## config.mk

```make
export PLATFORM = sky130hd
export DESIGN_NAME = sample_path_sequencer
export DESIGN_NICKNAME = d
export VERILOG_FILES = /design/src/rtl/sample_path_pkg.sv /design/src/rtl/sample_rate_tick.sv /design/src/rtl/sample_path_sequencer.sv
export SDC_FILE = /design/constraint.sdc
export NUM_CORES = 1
export LEC_CHECK = 0
export ABC_AREA = 1
export BUFFER_PORTS_ARGS = -buffer_cell sky130_fd_sc_hd__buf_2
export CORE_ASPECT_RATIO = 1.4
export CORE_MARGIN = 10
export CORE_UTILIZATION = 39
export CTS_CLUSTER_DIAMETER = 80
export CTS_CLUSTER_SIZE = 20
export DETAILED_ROUTE_END_ITERATION = 10
export PLACE_DENSITY = 0.74
export SLEW_MARGIN = 20
export SYNTH_ARGS = -nofsm -noshare
export SYNTH_HDL_FRONTEND = slang
export SYNTH_SLANG_ARGS = --single-unit
```

## constraint.sdc

```tcl
create_clock -name iclk -period 4.7 [get_ports iclk]
set_input_delay 0.94 -clock iclk [delete_from_list [all_inputs] [get_ports iclk]]
set_output_delay 0.94 -clock iclk [all_outputs]
set_load 0.02 [all_outputs]
```

## src/rtl/sample_path_pkg.sv

```systemverilog
// Shared types, constants and helpers for the ADC -> FIR -> DAC sample path.
package sample_path_pkg;

    // Sequencer states for one ADC register read and filter push
    typedef enum logic [1:0] {
        ST_IDLE  = 2'd0,
        ST_SETUP = 2'd1,
        ST_READ  = 2'd2,
        ST_PUSH  = 2'd3
    } state_e;

    localparam int ADC_CODE_W = 12;    // offset-binary ADC code width
    localparam int ADC_OFFSET = 2048;  // mid-scale code, maps to sample 0
    localparam int SINK_DW    = 13;    // signed filter sink sample width
    localparam int SRC_DW     = 27;    // signed filter source result width

    // Add a small increment to a counter of 'width' bits, clamping at all-ones.
    // Works on a 32-bit container; callers keep the low 'width' bits.
    function automatic logic [31:0] sat_add(input logic [31:0] value,
                                            input logic [1:0]  inc,
                                            input int unsigned width);
        logic [32:0] sum;
        logic [32:0] max_val;
        sum     = {1'b0, value} + {31'd0, inc};
        max_val = (33'd1 << width) - 33'd1;
        if (sum > max_val) begin
            return max_val[31:0];
        end
        return sum[31:0];
    endfunction

endpackage

```

## src/rtl/sample_rate_tick.sv

```systemverilog
// Sample-rate divider: one-cycle tick every pDIV enabled cycles.
// The count is frozen while disabled and forced back to 0 by restart, so the
// first tick after a restart lands exactly pDIV cycles later.
module sample_rate_tick #(
    parameter int pDIV = 1000
) (
    input  logic iclk,
    input  logic irst,
    input  logic ienable,
    input  logic restart,
    output logic tick
);

    localparam int CNT_W = (pDIV > 1) ? $clog2(pDIV) : 1;
    localparam logic [CNT_W-1:0] LAST = CNT_W'(pDIV - 1);

    logic [CNT_W-1:0] cnt_reg;

    // Divider count: cleared by reset/restart, held while disabled
    always_ff @(posedge iclk) begin
        if (irst) begin
            cnt_reg <= '0;
        end else if (restart) begin
            cnt_reg <= '0;
        end else if (ienable) begin
            if (cnt_reg == LAST) begin
                cnt_reg <= '0;
            end else begin
                cnt_reg <= cnt_reg + CNT_W'(1);
            end
        end
    end

    // A restart cycle never ticks, even if the frozen count happens to be LAST
    assign tick = ienable & ~restart & (cnt_reg == LAST);

endmodule

```

## src/rtl/sample_path_sequencer.sv

```systemverilog
// Sequences ADC register reads into the FIR sink and forwards FIR results
// to the DAC FIFO, with overflow / error / sample accounting.
module sample_path_sequencer
    import sample_path_pkg::*;
#(
    parameter int pDAC_DW     = 24,
    parameter int pSAMPLE_DIV = 1000,
    parameter int pRD_LAT     = 2,
    parameter int pCNT_W      = 16
) (
    input  logic                iclk,
    input  logic                irst,
    input  logic                ienable,
    output logic                adc_slave_clk,
    output logic                adc_slave_rn,
    output logic                adc_slave_cs_n,
    output logic                adc_slave_addr,
    output logic                adc_slave_read_n,
    output logic                adc_slave_wr_n,
    input  logic [15:0]         adc_slave_read_data,
    output logic [15:0]         adc_slave_wr_data,
    output logic                filter_rst_n,
    output logic [12:0]         filter_ast_sink_data,
    output logic                filter_ast_sink_valid,
    output logic [1:0]          filter_ast_sink_err,
    input  logic [26:0]         filter_ast_source_data,
    input  logic [1:0]          filter_ast_source_err,
    input  logic                filter_ast_source_valid,
    output logic                dac_rst,
    output logic                dac_write,
    output logic [pDAC_DW-1:0]  dac_write_data,
    input  logic                dac_full,
    output logic                dac_clear,
    output logic [pCNT_W-1:0]   osample_cnt,
    output logic [pCNT_W-1:0]   oovf_cnt,
    output logic [pCNT_W-1:0]   oerr_cnt
);

    localparam logic [1:0] S_IDLE  = ST_IDLE;
    localparam logic [1:0] S_SETUP = ST_SETUP;
    localparam logic [1:0] S_READ  = ST_READ;
    localparam logic [1:0] S_PUSH  = ST_PUSH;

    localparam int RD_W = (pRD_LAT > 1) ? $clog2(pRD_LAT) : 1;
    localparam logic [RD_W-1:0] RD_LAST = RD_W'(pRD_LAT - 1);

    // ---------------------------------------------------------------
    // Enable edge detection and sample tick
    // ---------------------------------------------------------------
    logic ienable_d_reg;
    logic enable_rise;
    logic tick;

    assign enable_rise = ienable & ~ienable_d_reg;

    // Delayed enable for rising-edge detection
    always_ff @(posedge iclk) begin
        if (irst) begin
            ienable_d_reg <= 1'b0;
        end else begin
            ienable_d_reg <= ienable;
        end
    end

    sample_rate_tick #(
        .pDIV(pSAMPLE_DIV)
    ) u_tick (
        .iclk    (iclk),
        .irst    (irst),
        .ienable (ienable),
        .restart (enable_rise),
        .tick    (tick)
    );

    // ---------------------------------------------------------------
    // Read sequencer
    // ---------------------------------------------------------------
    logic [1:0]      state_reg;
    logic [1:0]      state_next;
    logic [RD_W-1:0] rd_cnt_reg;
    logic            last_read;
    logic            overrun;
    logic [SINK_DW-1:0] sink_next;

    assign last_read = (rd_cnt_reg == RD_LAST);
    // A tick that finds the sequencer busy is lost and reported as an error
    assign overrun   = tick & (state_reg != S_IDLE);
    // Offset-binary code to two's complement around mid-scale
    assign sink_next = {1'b0, adc_slave_read_data[ADC_CODE_W-1:0]} - SINK_DW'(ADC_OFFSET);

    // Next-state decode; a started sequence always runs to completion
    always_comb begin
        state_next = state_reg;
        case (state_reg)
            S_IDLE:  if (tick && ienable) state_next = S_SETUP;
            S_SETUP: state_next = S_READ;
            S_READ:  if (last_read) state_next = S_PUSH;
            S_PUSH:  state_next = S_IDLE;
            default: state_next = S_IDLE;
        endcase
    end

    // State register
    always_ff @(posedge iclk) begin
        if (irst) begin
            state_reg <= S_IDLE;
        end else begin
            state_reg <= state_next;
        end
    end

    // Read-strobe length counter, only runs while in READ
    always_ff @(posedge iclk) begin
        if (irst) begin
            rd_cnt_reg <= '0;
        end else if (state_reg == S_READ && !last_read) begin
            rd_cnt_reg <= rd_cnt_reg + RD_W'(1);
        end else begin
            rd_cnt_reg <= '0;
        end
    end

    logic [SINK_DW-1:0] sink_data_reg;
    logic               sink_valid_reg;

    // Capture on the last READ cycle so the sample is presented during PUSH
    always_ff @(posedge iclk) begin
        if (irst) begin
            sink_data_reg  <= '0;
            sink_valid_reg <= 1'b0;
        end else begin
            sink_valid_reg <= (state_reg == S_READ) && last_read;
            if (state_reg == S_READ && last_read) begin
                sink_data_reg <= sink_next;
            end
        end
    end

    // ---------------------------------------------------------------
    // Filter / FIFO control
    // ---------------------------------------------------------------
    logic filter_rst_n_reg;
    logic dac_clear_reg;

    // Filter held in reset while disabled; FIFO flushed once on enable
    always_ff @(posedge iclk) begin
        if (irst) begin
            filter_rst_n_reg <= 1'b0;
            dac_clear_reg    <= 1'b0;
        end else begin
            filter_rst_n_reg <= ienable;
            dac_clear_reg    <= enable_rise;
        end
    end

    // ---------------------------------------------------------------
    // Output path: filter result -> DAC FIFO
    // ---------------------------------------------------------------
    logic src_accept;
    logic src_err_drop;
    logic src_ovf_drop;
    logic src_write;

    assign src_accept   = filter_ast_source_valid & ienable;
    // Error has priority over FIFO full when both apply
    assign src_err_drop = src_accept & (filter_ast_source_err != 2'b00);
    assign src_ovf_drop = src_accept & ~src_err_drop & dac_full;
    assign src_write    = src_accept & ~src_err_drop & ~dac_full;

    logic               dac_write_reg;
    logic [pDAC_DW-1:0] dac_write_data_reg;

    // Keep the top pDAC_DW bits of the result (sign preserved, LSBs dropped)
    always_ff @(posedge iclk) begin
        if (irst) begin
            dac_write_reg      <= 1'b0;
            dac_write_data_reg <= '0;
        end else begin
            dac_write_reg <= src_write;
            if (src_write) begin
                dac_write_data_reg <= filter_ast_source_data[SRC_DW-1 -: pDAC_DW];
            end
        end
    end

    // ---------------------------------------------------------------
    // Status counters
    // ---------------------------------------------------------------
    logic [pCNT_W-1:0] sample_cnt_reg;
    logic [pCNT_W-1:0] ovf_cnt_reg;
    logic [pCNT_W-1:0] err_cnt_reg;
    logic [1:0]        err_inc;
    logic [1:0]        ovf_inc;
    logic [31:0]       err_sum;
    logic [31:0]       ovf_sum;

    // Overrun and source error in the same cycle both count
    assign err_inc = {1'b0, overrun} + {1'b0, src_err_drop};
    assign ovf_inc = {1'b0, src_ovf_drop};
    assign err_sum = sat_add(32'(err_cnt_reg), err_inc, pCNT_W);
    assign ovf_sum = sat_add(32'(ovf_cnt_reg), ovf_inc, pCNT_W);

    // Sample counter wraps; drop counters saturate
    always_ff @(posedge iclk) begin
        if (irst) begin
            sample_cnt_reg <= '0;
            ovf_cnt_reg    <= '0;
            err_cnt_reg    <= '0;
        end else begin
            if (state_reg == S_PUSH) begin
                sample_cnt_reg <= sample_cnt_reg + pCNT_W'(1);
            end
            ovf_cnt_reg <= ovf_sum[pCNT_W-1:0];
            err_cnt_reg <= err_sum[pCNT_W-1:0];
        end
    end

    // ---------------------------------------------------------------
    // Port assignments
    // ---------------------------------------------------------------
    assign adc_slave_clk     = iclk;
    assign adc_slave_rn      = ~irst;
    assign adc_slave_cs_n    = ~((state_reg == S_SETUP) || (state_reg == S_READ));
    assign adc_slave_addr    = 1'b0;
    assign adc_slave_read_n  = ~(state_reg == S_READ);
    assign adc_slave_wr_n    = 1'b1;
    assign adc_slave_wr_data = 16'd0;

    assign filter_rst_n          = filter_rst_n_reg;
    assign filter_ast_sink_data  = sink_data_reg;
    assign filter_ast_sink_valid = sink_valid_reg;
    assign filter_ast_sink_err   = 2'b00;

    assign dac_rst        = irst;
    assign dac_write      = dac_write_reg;
    assign dac_write_data = dac_write_data_reg;
    assign dac_clear      = dac_clear_reg;

    assign osample_cnt = sample_cnt_reg;
    assign oovf_cnt    = ovf_cnt_reg;
    assign oerr_cnt    = err_cnt_reg;

    // ADC status nibble and truncated result LSBs are intentionally ignored
    logic unused_bits;
    assign unused_bits = ^{adc_slave_read_data[15:12], filter_ast_source_data};

endmodule

```

==> results of run 1 <==
-- logic make-up (layout without fill, tap and decap cells) --
| logic type | count (synthesis) | in the layout |
|---|---|---|
| AOI/OAI and AO/OA | 114 | 114 |
| xor gates and xnor gates | 22 | 22 |
| adders and majority gates | 9 | 9 |
| buffers and inverters | 134 | 249 |
| DFF | 101 | 101 |
| other | 2 | 20 |
| and+or+nand+nor | 252 | 252 |
-- final cells by class --
cell class / instances / area, µm²
inverter: 91 / 341.6
timing repair buffer: 138 / 698.2
clock buffer: 14 / 309.0
fill: 1189 / 6067
multi-input combinational: 417 / 2111
clock inverter: 6 / 87.58
tap: 147 / 183.9
sequential: 101 / 2022
-- stage by stage --
step                cells  worst slack, ns  total power, mW  hold slack, ns
floorplan             652            1.276           0.9824          0.4472
global placement      895            1.275           0.9958          0.4294
detailed placement    895            1.275           0.9969          0.4335
CTS                   914            1.013            1.922          0.4440
global route          914            1.011            1.971          0.4616
finish                914            1.019            1.889          0.4432
-- per-layer routing --
| layer | share of wire (%) | GRT usage (%) | vias to the layer above |
|---|---|---|---|
| met2 | 51 | 23.90 | 94 |
| li1 | - | - | 2205 |
| met4 | 1.0 | 4.771 | 0 |
| met1 | 41 | 14.67 | 1821 |
| met5 | 0 | 0 | - |
| met3 | 7.1 | 4.968 | 8 |
-- worst paths after layout --
| path | start | depth (start not counted) | endpoint | slack (ns) |
|---|---|---|---|---|
| max reg2reg | u_tick.cnt_reg[0] | 15 | oerr_cnt[10] | 2.16 |
| max | iclk | 3 | adc_slave_clk | 1.02 |
| min reg2reg | dac_write_data[17] | 2 | dac_write_data[17] | 0.44 |
| min | dac_write_data[17] | 2 | dac_write_data[17] | 0.44 |
-- critical path, stage by stage --
cell	delay (ns)
sky130_fd_sc_hd__clkbuf_16	0.12
sky130_fd_sc_hd__clkbuf_16	0.12
sky130_fd_sc_hd__buf_2	0.15
-- synthesized netlist by cell type (4+ instances only) --
master	instances	area [µm²]
sky130_fd_sc_hd__nor2_1	94	352.8
sky130_fd_sc_hd__nor3_1	8	40.04
sky130_fd_sc_hd__buf_2	7	35.03
sky130_fd_sc_hd__a21oi_2	5	43.79
sky130_fd_sc_hd__nand2_1	91	341.6
sky130_fd_sc_hd__xor2_1	18	157.7
sky130_fd_sc_hd__o21ai_0	46	230.2
sky130_fd_sc_hd__dfxtp_1	101	2022
sky130_fd_sc_hd__clkbuf_1	8	30.03
sky130_fd_sc_hd__a21oi_1	57	285.3
sky130_fd_sc_hd__xnor2_1	4	35.03
sky130_fd_sc_hd__nand4_1	7	43.79
sky130_fd_sc_hd__nand2_2	5	31.28
sky130_fd_sc_hd__nand3_1	30	150.1
sky130_fd_sc_hd__inv_1	88	330.3
sky130_fd_sc_hd__ha_1	8	100.1
sky130_fd_sc_hd__buf_4	24	180.2
-- power by group through the flow --
stage / logic (mW) / clock network (mW) / registers [mW]
global placement: 0.0890 / 0.0199 / 0.887
CTS: 0.0902 / 0.964 / 0.867
finish: 0.0897 / 0.932 / 0.868
floorplan: 0.0621 / 0.0249 / 0.895
global route: 0.100 / 1.00 / 0.868
detailed placement: 0.0897 / 0.0199 / 0.887
==> summary.txt, run 1 <==
Outcome
  – Result of the run: finished, final reports clean

Layout
  – Leading cell types in the layout, fill and taps excluded: sky130_fd_sc_hd__buf_2 (136), sky130_fd_sc_hd__dfxtp_1 (101), sky130_fd_sc_hd__nor2_1 (94)
  – Utilization after layout: 48.67%
  – Fraction of final layout cells with drive strength greater than 1: 23.86%
  – Number of flip-flops under the largest register name: 24
  – Signed area change from the synthesized netlist to the final layout: 22.88%
  – Number of antenna diodes: 0
  – Nets: 821
  – Layout Cell Area excl Fill: 5753 µm²
  – Most common cell after layout, fill and taps aside: sky130_fd_sc_hd__buf_2

Logic synthesis
  – Post-Synth XOR/XNOR Area: 4.115%
  – Area share of fa/ha/maj cells after synthesis: 2.565%
  – Mean instance size in the synthesized netlist: 7.385 µm²
  – Top flip-flop cell by instance count after synthesis: sky130_fd_sc_hd__dfxtp_1
  – Mux share of post-synthesis cell area: 0%
  – Part of the Yosys area used for sequential elements: 43.19%
  – Number of distinct standard cells referenced by the synthesized netlist: 38
  – Largest family of logic cells by synthesized area: simple AND/OR/NAND/NOR gates
  – Cells after Synth: 634
  – Async set-reset flop share out of synthesis: 0%
  – Complex-gate fraction of the synthesized area: 12.83%
  – Number of synthesized register bits: 101
  – Number of warning messages in the yosys log: 0
  – Post-synth EDFFs: 0
  – Post-synthesis share of cell area spent on and, or, nand and nor gates: 23.97%
  – Post-Syn Area: 4682 µm²

Power
  – IR Drop Worst-Case VDD: 0.0001852 V
  – Static leakage: 2.647 nW
  – Reported net switching power: 0.4169 mW
  – Clk network pwr share: 49.3%
  – Power share of the sequential group: 45.9%
  – Net Sw Frac: 22.07%
  – Total internal power: 1.472 mW
  – Combinational Power Share: 4.7%
  – Total power per unit cell area: 328.4 nW/µm²

Timing
  – Setup TNS: 0 ns
  – Slew Limit Fails: 0
  – Relative slew slack: 63.37%
  – Worst-Margin Slew: 0.5494 ns
  – Unrepaired setup endpoints after global routing: false
  – Final hold violations: 0
  – Final clock skew: 0.007630 ns
  – Total setup violations reported at the end of the flow: 0

Route
  – Remaining DRCs: 0
  – Average routed wire per standard cell: 12.82 µm
  – Total number of vias: 4128
  – Final Routed Wirelength: 11720 µm
  – Initial DRT Pass Iterations: 4
  – Violation count after the first detailed-route iteration: 176
  – Post-DRT Antenna Nets: 0
  – Vias/cell: 4.516

Floorplan
  – Chip Width: 112.6 µm
  – Effective utilization at floorplan: 39.61%
  – Number of primary I/O pins: 164
  – Die Span Y: 149.6 µm
  – Standard-cell row count: 47
  – Core Area: 11820 µm²
  – Overall die area: 16850 µm²

Clock network
  – CTS tree: built
  – Number of buffers inserted by post-CTS setup repair: 0
  – Number of buffers added to fix hold violations after cts: 0
  – Register clock-pin slew on the reported worst setup and hold paths: 0.07 ns
  – CTS resizes: 0
  – Clock insertion delay at the later pin of the skew report: 0.45 ns

Place
  – Post-DP HPWL: 8881 µm
  – Count of port buffers added during placement: 136
  – Post-placement cell area: 5361 µm²
  – RePlAce Congestion: 0.8278

Setup path
  – Worst EP required: 3.76 ns
  – Arrival time reported for the critical path endpoint: 2.74 ns
  – CP Max Fanout: 2
  – Worst setup SP type: clock port
  – Category of the critical setup timing path: clock port to output port
  – Type of destination of the critical path: output port

Global routing
  – Pin count of the biggest net entering global routing: 58
  – GR Overflow Total: 0
  – Number of global-route vias before repair: 3955
  – Initial antenna violation count: 0
  – Wire length of the first global-routing pass: 19000 µm
  – GRT Resource Usage Total: 13.62%

Run
  – Reported max-cap violation count: 0

Hold path
  – Type of the worst min-delay path: flop to flop
No activity file was read; power rests on OpenSTA's default activity.
==> run 2: changes to the inputs <==
- clock period: 4.7 -> 3.65 ns (I/O delays scaled with it)
==> summary.txt, run 2 (same netlist as run 1, synthesis figures left out) <==
Hold path
  – Critical hold path startpoint: dac_write_data[14]
  – Type of the worst min-delay path: flop to flop
  – WHS Endpoint: dac_write_data[14]
  – Count of cells along the worst hold path: 2 (unchanged)

Timing
  – Final clock skew: 0.008751 ns (+0.001121 ns)
  – Fin Hold WS: 0.4392 ns (-0.004047 ns)
  – Final hold violations: 0 (unchanged)
  – Total setup violations reported at the end of the flow: 0 (unchanged)
  – Slew Limit Fails: 0 (unchanged)
  – Setup TNS: 0 ns (unchanged)
  – Unrepaired setup endpoints after global routing: false

Floorplan
  – Core Area: 11820 µm² (unchanged)
  – Standard-cell row count: 47 (unchanged)
  – Die Span Y: 149.6 µm (unchanged)
  – Effective utilization at floorplan: 39.61% (unchanged)
  – Number of primary I/O pins: 164 (unchanged)
  – Overall die area: 16850 µm² (unchanged)
  – Chip Width: 112.6 µm (unchanged)

Route
  – Total number of vias: 4217 (+2.2%)
  – Vias/cell: 4.619 (+2.3%)
  – Post-DRT Antenna Nets: 0 (unchanged)
  – Violation count after the first detailed-route iteration: 209 (+19%)
  – Initial DRT Pass Iterations: 4 (unchanged)
  – Remaining DRCs: 0 (unchanged)
  – Average routed wire per standard cell: 13.08 µm (+2.0%)
  – Final Routed Wirelength: 11940 µm (+1.9%)

Outcome
  – Result of the run: finished, final reports clean

Place
  – Placed Instances: 895 (unchanged)
  – RePlAce Congestion: 0.8128 (-1.8%)
  – Post-placement cell area: 5361 µm² (unchanged)
  – Post-DP HPWL: 9170 µm (+3.3%)
  – Count of port buffers added during placement: 136 (unchanged)

Global routing
  – Wire length of the first global-routing pass: 19240 µm (+1.3%)
  – Pin count of the biggest net entering global routing: 56 (-3.4%)
  – Number of global-route vias before repair: 4057 (+2.6%)
  – GR Overflow Total: 0 (unchanged)
  – GRT Resource Usage Total: 13.97% (+0.36 points)
  – Initial antenna violation count: 0 (unchanged)

Setup path
  – Worst EP required: 2.92 ns (-0.84 ns)
  – Cell with the biggest individual delay on the critical path: sky130_fd_sc_hd__buf_2
  – Worst reg2reg endpoint: oerr_cnt[10]
  – CP Max Fanout: 2 (unchanged)
  – Cell chain of the critical path: clkbuf_16 > clkbuf_16 > buf_2
  – Biggest cell delay along the critical path: 0.15 ns (about the same)
  – Arrival time reported for the critical path endpoint: 2.22 ns (-0.52 ns)
  – Type of destination of the critical path: output port
  – Depth of the worst register-to-register path: 15 (unchanged)
  – Category of the critical setup timing path: clock port to output port
  – Most frequent CP cell: sky130_fd_sc_hd__clkbuf_16
  – Critical path's top delay family: buffers and inverters
  – Worst setup SP type: clock port
  – Buffers and inverters on the worst path: 3 (unchanged)
  – Worst r2r src: u_tick.cnt_reg[0]
  – Register-to-Register Setup Slack: 1.06 ns (-1.10 ns)

Clock network
  – Clock insertion delay at the later pin of the skew report: 0.45 ns (about the same)
  – Register clock-pin slew on the reported worst setup and hold paths: 0.06 ns (about the same)
  – CTS tree: built
  – Number of buffers added to fix hold violations after cts: 0 (unchanged)
  – Number of buffers inserted by post-CTS setup repair: 0 (unchanged)
  – CTS resizes: 0 (unchanged)

Layout
  – Signed area change from the synthesized netlist to the final layout: 23.25%
  – Nets: 821 (unchanged)
  – Fraction of final layout cells with drive strength greater than 1: 23.89% (+0.031 points)
  – Layout Cell Area excl Fill: 5771 µm² (+0.30%)
  – Utilization after layout: 48.82% (+0.15 points)
  – Final non-filler cell total: 913 (-0.11%)
  – Number of antenna diodes: 0 (unchanged)
  – Most common cell after layout, fill and taps aside: sky130_fd_sc_hd__buf_2
  – Leading cell types in the layout, fill and taps excluded: sky130_fd_sc_hd__buf_2 (136), sky130_fd_sc_hd__dfxtp_1 (101), sky130_fd_sc_hd__nor2_1 (94)
  – Number of flip-flops under the largest register name: 24 (unchanged)

Power
  – Total power per unit cell area: 430.0 nW/µm² (+31%)
  – IR Drop Worst-Case VDD: 0.0002413 V (+30%)
  – Static leakage: 2.652 nW (+0.17%)

Run
  – Reported max-cap violation count: 0 (unchanged)
run 2: cell count changes in the layout (fill, tap and decap cells not counted):
cell / change
sky130_fd_sc_hd__clkbuf_1: -1
sky130_fd_sc_hd__clkinv_4: -2
sky130_fd_sc_hd__clkbuf_8: +3
sky130_fd_sc_hd__clkinvlp_4: +1
sky130_fd_sc_hd__clkinv_2: -2
run 2: final cells by class:
class | count | area, µm²
Sequential cell | 101 | 2022
Timing Repair Buffer | 138 | 698.2
Multi-Input combinational cell | 417 | 2111
Tap cell | 147 | 183.9
Inverter | 91 | 341.6
Clock buffer | 16 | 346.6
Fill cell | 1199 | 6050
Clock inverter | 3 | 67.56
run 2: metrics by stage:
stage / total power [mW] / setup WS (ns)
3_5_place_dp: 1.284 / 0.8882
3_3_place_gp: 1.283 / 0.9598
6_report: 2.481 / 0.6983
4_1_cts: 2.525 / 0.6908
5_1_grt: 2.586 / 0.6897
2_1_floorplan: 1.265 / 0.9610
run 2: routing by layer:
metal	GRT usage [%]	up-vias	wire, µm
met4	7.570	0	333
met5	0	-	0
met2	23.87	115	6047
li1	-	2212	-
met1	14.69	1866	4808
met3	4.928	24	752
run 2: worst reg2reg max path: stages (launching register included):
cell and delay, ns:
sky130_fd_sc_hd__dfxtp_1 0.39, sky130_fd_sc_hd__ha_1 0.20, sky130_fd_sc_hd__nand2_1 0.10, sky130_fd_sc_hd__nor2_1 0.20
sky130_fd_sc_hd__nand3_1 0.10, sky130_fd_sc_hd__nor2_1 0.15, sky130_fd_sc_hd__fa_1 0.27, sky130_fd_sc_hd__ha_1 0.24
sky130_fd_sc_hd__nand2_1 0.08, sky130_fd_sc_hd__nor2_1 0.10, sky130_fd_sc_hd__nand2_1 0.10, sky130_fd_sc_hd__inv_1 0.11
sky130_fd_sc_hd__nand3_2 0.22, sky130_fd_sc_hd__nand3_1 0.16, sky130_fd_sc_hd__nand2_1 0.06, sky130_fd_sc_hd__inv_1 0.07
run 2: report_power, final:
group | total (mW) | switching, mW | internal, mW | leakage, nW
Combinational | 0.116 | 0.0798 | 0.0365 | 1.63
Sequential | 1.12 | 0.00589 | 1.11 | 0.815
Clock | 1.25 | 0.447 | 0.801 | 0.202
Total | 2.48 | 0.533 | 1.95 | 2.65
run 2: worst max-delay path by stage:
| stage | from | to | slack [ns] | cells after the start |
|---|---|---|---|---|
| 6_report | iclk | adc_slave_clk | 0.70 | 3 |
| 5_1_grt | iclk | adc_slave_clk | 0.69 | 3 |
| 4_1_cts | iclk | adc_slave_clk | 0.69 | 3 |
| 3_5_place_dp | ienable | oerr_cnt[10] | 0.89 | 15 |
| 3_3_place_gp | iclk | adc_slave_clk | 0.96 | 1 |
| 2_1_floorplan | iclk | adc_slave_clk | 0.96 | 1 |
